### src/rtl/fifo_drain_ctrl_pkg.sv
// Shared definitions for the FIFO drain controller: FSM encoding and default widths.
// The FIFO block uses the same default widths.
package fifo_drain_ctrl_pkg;

  localparam int unsigned DEF_DATA_W = 4;
  localparam int unsigned DEF_CNT_W  = 4;

  typedef enum logic [1:0] {
    ST_IDLE  = 2'd0,
    ST_FILL  = 2'd1,
    ST_DRAIN = 2'd2
  } state_t;

endpackage

### src/rtl/fifo_drain_ctrl_pop_skid_buf.sv
// Two-entry in-order skid queue absorbing the FIFO read latency.
// Entry e0 is always the head; push and pop may occur in the same cycle.
module pop_skid_buf #(
  parameter int unsigned W = 5
) (
  input  logic         clk,
  input  logic         reset,
  input  logic         push,
  input  logic [W-1:0] push_data,
  input  logic         pop,
  output logic         valid,
  output logic [W-1:0] head,
  output logic [1:0]   count
);

  logic [W-1:0] e0, e1;
  logic [1:0]   cnt;

  always_ff @(posedge clk) begin
    if (reset) begin
      e0  <= '0;
      e1  <= '0;
      cnt <= '0;
    end else begin
      case ({push, pop})
        2'b10: begin
          if (cnt == 2'd0) e0 <= push_data;
          else             e1 <= push_data;
          cnt <= cnt + 2'd1;
        end
        2'b01: begin
          e0  <= e1;
          cnt <= cnt - 2'd1;
        end
        2'b11: begin
          // pop requires a valid head, so cnt is 1 or 2 here
          if (cnt == 2'd1) begin
            e0 <= push_data;
          end else begin
            e0 <= e1;
            e1 <= push_data;
          end
        end
        default: ;
      endcase
    end
  end

  assign valid = (cnt != 2'd0);
  assign head  = e0;
  assign count = cnt;

endmodule

### src/rtl/fifo_drain_ctrl.sv
// FIFO drain controller: waits for a burst threshold or timeout, then pops one burst
// from the FIFO and forwards it to a valid/ready sink through a 2-entry skid buffer.
module fifo_drain_ctrl
  import fifo_drain_ctrl_pkg::*;
#(
  parameter int unsigned DATA_W  = DEF_DATA_W,
  parameter int unsigned CNT_W   = DEF_CNT_W,
  parameter int unsigned TIMEOUT = 8
) (
  input  logic              clk,
  input  logic              reset,
  input  logic              fifo_empty,
  input  logic [CNT_W-1:0]  fifo_data_count,
  input  logic [DATA_W-1:0] fifo_buffer_out,
  input  logic              fifo_error,
  input  logic [CNT_W-1:0]  burst_thr,
  input  logic              sink_ready,
  output logic              fifo_read,
  output logic              sink_valid,
  output logic [DATA_W-1:0] sink_data,
  output logic              sink_last,
  output logic              err_sticky,
  output logic [1:0]        state_o
);

  localparam int unsigned TMR_W = $clog2(TIMEOUT + 1);

  state_t            state, state_nxt;
  logic [TMR_W-1:0]  timer;
  logic [CNT_W:0]    burst_cnt;
  logic              rd_pend;
  logic              rd_last;
  logic [CNT_W-1:0]  eff_thr;
  logic              pop;
  logic              issue_last;
  logic [2:0]        occ;
  logic [1:0]        skid_cnt;
  logic              skid_valid;
  logic [DATA_W:0]   skid_head;

  assign eff_thr = (burst_thr == '0) ? CNT_W'(1) : burst_thr;
  assign pop     = skid_valid & sink_ready;
  // skid occupancy after this cycle's pop plus the word still in flight from the FIFO
  assign occ     = {1'b0, skid_cnt} + {2'b00, rd_pend} - {2'b00, pop};

  always_ff @(posedge clk) begin
    if (reset) state <= ST_IDLE;
    else       state <= state_nxt;
  end

  always_comb begin
    state_nxt = state;
    case (state)
      ST_IDLE:  if (fifo_data_count != '0) state_nxt = ST_FILL;
      ST_FILL:  if ((fifo_data_count >= eff_thr) || (timer == TMR_W'(TIMEOUT - 1)))
                  state_nxt = ST_DRAIN;
      ST_DRAIN: if (fifo_read && issue_last) state_nxt = ST_IDLE;
      default:  state_nxt = ST_IDLE;
    endcase
  end

  always_comb begin
    fifo_read  = 1'b0;
    issue_last = ({1'b0, eff_thr} == (burst_cnt + (CNT_W + 1)'(1)))
               || (fifo_data_count == CNT_W'(1));
    if ((state == ST_DRAIN) && !fifo_empty && (fifo_data_count != '0) && (occ < 3'd2))
      fifo_read = 1'b1;
  end

  always_ff @(posedge clk) begin
    if (reset) begin
      timer      <= '0;
      burst_cnt  <= '0;
      rd_pend    <= 1'b0;
      rd_last    <= 1'b0;
      err_sticky <= 1'b0;
    end else begin
      rd_pend    <= fifo_read;
      rd_last    <= fifo_read & issue_last;
      err_sticky <= err_sticky | fifo_error;
      if (state == ST_IDLE)      timer <= '0;
      else if (state == ST_FILL) timer <= timer + TMR_W'(1);
      if ((state == ST_FILL) && (state_nxt == ST_DRAIN)) burst_cnt <= '0;
      else if (fifo_read)                                burst_cnt <= burst_cnt + (CNT_W + 1)'(1);
    end
  end

  pop_skid_buf #(.W(DATA_W + 1)) u_skid (
    .clk       (clk),
    .reset     (reset),
    .push      (rd_pend),
    .push_data ({rd_last, fifo_buffer_out}),
    .pop       (pop),
    .valid     (skid_valid),
    .head      (skid_head),
    .count     (skid_cnt)
  );

  assign sink_valid = skid_valid;
  assign sink_data  = skid_head[DATA_W-1:0];
  assign sink_last  = skid_valid & skid_head[DATA_W];
  assign state_o    = state;

endmodule

### config.mk
export PLATFORM = sky130hd
export DESIGN_NAME = fifo_drain_ctrl
export DESIGN_NICKNAME = d
export VERILOG_FILES = /design/src/rtl/fifo_drain_ctrl_pkg.sv /design/src/rtl/fifo_drain_ctrl_pop_skid_buf.sv /design/src/rtl/fifo_drain_ctrl.sv
export SDC_FILE = /design/constraint.sdc
export NUM_CORES = 1
export LEC_CHECK = 0
export ABC_AREA = 1
export BUFFER_PORTS_ARGS = -buffer_cell sky130_fd_sc_hd__buf_4
export CORE_ASPECT_RATIO = 1.5
export CORE_MARGIN = 4
export CORE_UTILIZATION = 45
export DETAILED_ROUTE_END_ITERATION = 12
export PLACE_DENSITY = 0.67
export SLEW_MARGIN = 5
export SYNTH_ARGS = -nofsm -noshare
export SYNTH_HDL_FRONTEND = slang
export SYNTH_SLANG_ARGS = --single-unit
### constraint.sdc
create_clock -name clk -period 5.6 [get_ports clk]
set_input_delay 0.28 -clock clk [delete_from_list [all_inputs] [get_ports clk]]
set_output_delay 0.28 -clock clk [all_outputs]
set_load 0.005 [all_outputs]
==> impl_metrics.csv <==
group,metric,value,unit
sta,hold_viol,0,
clock_network,ctsResizeCount,0,
global_route,grt_pass1_vias,1282,
logic_synthesis,synth-seq-area-share,0.347,
floorplanning,fp.dieW,55.1,µm
route,viasPerCell,4.78,
floorplanning,design.portCount,27,
clock_network,hold_buffers,0,
global_route,antenna_found_initial,0,
global_route,grt.overflow.total,0,
cells_and_area,drive_gt1_frac,0.190,
route,wirelength_met1,1150,µm
run_status,status,"completed",
clock_network,worstSkewPairLatency,0.26,ns
global_route,grt_max_degree,16,
cells_and_area,antennaDiodeCount,0,
setup_path,cp-end-kind,"output port",
route,first_pass_iters,4,
sta,setup-tns-final,0,ns
place,place.gp.congestion,0.818,
cells_and_area,utilization,0.558,
logic_synthesis,synth_cell_type_count,29,
clock_network,path_clk_slew,0.09,ns
cells_and_area,syn2layout_area_growth,18.9,%
sta,setup_viol,0,
global_route,grt.total_usage,0.161,
place,post_dp_cell_area,1710,µm²
cells_and_area,final_area,1780,µm²
sta,rsz0062_at_grt,"false",
route,drc,0,
sta,maxSlewHeadroom,0.607,
logic_synthesis,syn_avg_cell_area,7.24,µm²
sta,maxSlewViolCount,0,
setup_path,crit_required,5.32,ns
route,top_layer,"met4",
floorplanning,row_count,25,
floorplanning,dieArea,4340,µm²
clock_network,cts_tree,"done",
setup_path,worstSetupPathType,"reg2out",
place,place_ws,3.10,ns
sta,fin_crit_sh,0.494,
sta,period_minus_slack,2.77,ns
clock_network,cts.htree.levels,1,
sta,finClkSkew,0.00233,ns
place,dp_hpwl,2380,µm
clock_network,numCtsBuffers,3,
clock_network,cts_setup_buffers,0,
pwr,powerDensity,276,nW/µm²
route,final_antenna_net_count,0,
route,dr_wl_met2,1610,µm
setup_path,critPathLaunchType,"register",
sta,fin_ws,2.83,ns
setup_path,worstPathArrival,2.49,ns
logic_synthesis,synth_cells,207,
pwr,irDropWorstVdd,0.000141,V
logic_synthesis,ys_seq_elements,26,
route,drt-total-wl,2920,µm
clock_network,cts.sinks,26,
global_route,grt_pass1_wl,5190,µm
clock_network,cts.path.max_buffers,2,
floorplanning,die_h,78.7,µm
sta,max_freq,361,MHz
setup_path,crit_fanout,7,
floorplanning,start_util,0.470,
route,wl_met3,113,µm
worst_hold_path,hold_class,"in2reg",
job,cap_violations,0,
floorplanning,coreArea,3190,µm²
route,routedWlPerCell,10.7,µm
logic_synthesis,ys_warn_count,0,
place,post-place-cells,268,
cells_and_area,final_nets,261,
logic_synthesis,syn-cell-area,1500,µm²
cells_and_area,stdcell_count,272,
setup_path,r2r_slack,3.21,ns
route,vias,1300,
logic_synthesis,synth_nets,235,
sta,tightest_slew,0.586,ns
clock_network,clockRootBuffer,"clkbuf_8",
pwr,p_leak,0.824,nW
place,port-buffer-count,26,
route,drt-initial-drc-count,13,
path summary, 6_finish.rpt:
check,depth (start not counted),start,endpoint
worst max-delay path,12,u_skid.count[1],fifo_read
worst min register to register,2,u_skid.e1[2],u_skid.e1[2]
worst max register to register,13,u_skid.count[1],burst_cnt[3]
worst min-delay path,2,reset,state_o[1]
power by group:
part	switching, mW	internal (mW)
Clock	0.0561	0.0955
Sequential	0.0110	0.200
Combinational	0.0707	0.0575
Total	0.138	0.353
registers in the layout, indices dropped and copies added, names as in the netlist:
register      count
timer             4
state_o           2
rd_last           1
err_sticky        1
u_skid.count      2
burst_cnt         5
u_skid.e1         5
rd_pend           1
u_skid.head       5
cell usage in the layout, fill, tap and decap left out, drive strengths merged, types with 2 or more instances in the layout:
cell type  count
xor2           4
nor3           2
ha            10
a21oi         26
a21boi         2
nand2         33
o21ai         19
buf           26
inv           36
nand3         14
a31oi          2
dfxtp         26
clkbuf         3
nor2          22
critical path, stage by stage (launching register included):
cell,delay (ns)
dfxtp_1,0.40
inv_1,0.10
ha_1,0.21
inv_2,0.12
nand2_4,0.08
nor2_1,0.16
o21ai_0,0.14
fa_1,0.50
nand3b_1,0.08
nor2_1,0.11
nand2_2,0.13
clkinv_4,0.10
buf_4,0.10
metrics by stage:
step	hold WS [ns]	total power, mW
2_1_floorplan	0.349	0.307
3_3_place_gp	0.434	0.346
3_5_place_dp	0.438	0.347
4_1_cts	0.219	0.501
5_1_grt	0.224	0.531
6_report	0.223	0.491
synthesized netlist by cell type (all sizes together):
| cell | count | area share |
|---|---|---|
| nor3 | 2 | 0.0067 |
| buf | 4 | 0.020 |
| dfxtp | 26 | 0.35 |
| xnor2 | 1 | 0.0058 |
| nand4 | 1 | 0.0042 |
| clkbuf | 1 | 0.0025 |
| or2 | 1 | 0.0058 |
| nor2 | 22 | 0.060 |
| a21boi | 2 | 0.013 |
| o21ai | 19 | 0.066 |
| a31oi | 2 | 0.018 |
| nand3 | 14 | 0.047 |
| nand3b | 1 | 0.0050 |
| nand2 | 33 | 0.094 |
| fa | 1 | 0.013 |
| a21oi | 26 | 0.087 |
| clkinv | 1 | 0.0058 |
| xor2 | 4 | 0.023 |
| ha | 10 | 0.083 |
| inv | 36 | 0.092 |
cell families (layout without fill, tap and decap cells):
| group | Yosys count | count (layout) | share of synthesized area |
|---|---|---|---|
| DFF | 26 | 26 | 0.347 |
| and+or+nand+nor | 74 | 74 | 0.223 |
| buffers and inverters | 42 | 67 | 0.120 |
| AOI/OAI and AO/OA | 49 | 49 | 0.184 |
| adders and majority gates | 11 | 11 | 0.0968 |
| xor gates and xnor gates | 5 | 5 | 0.0292 |
layer usage:
| metal | GRT usage | vias up |
|---|---|---|
| met3 | 0.0247 | 2 |
| met1 | 0.170 | 570 |
| met4 | 0.0657 | 0 |
| met2 | 0.295 | 18 |
| met5 | 0 | - |
| li1 | - | 710 |
final cells by class:
cell class / instances / area (µm²)
clock inverters: 1 / 30.0
repair buffers: 26 / 195
multi-input cells: 139 / 798
fillers: 328 / 1410
inverters: 37 / 146
well taps: 40 / 50.0
flip-flops and latches: 26 / 520
clock buffers: 3 / 41.3
(Power assumes the default switching activity.)
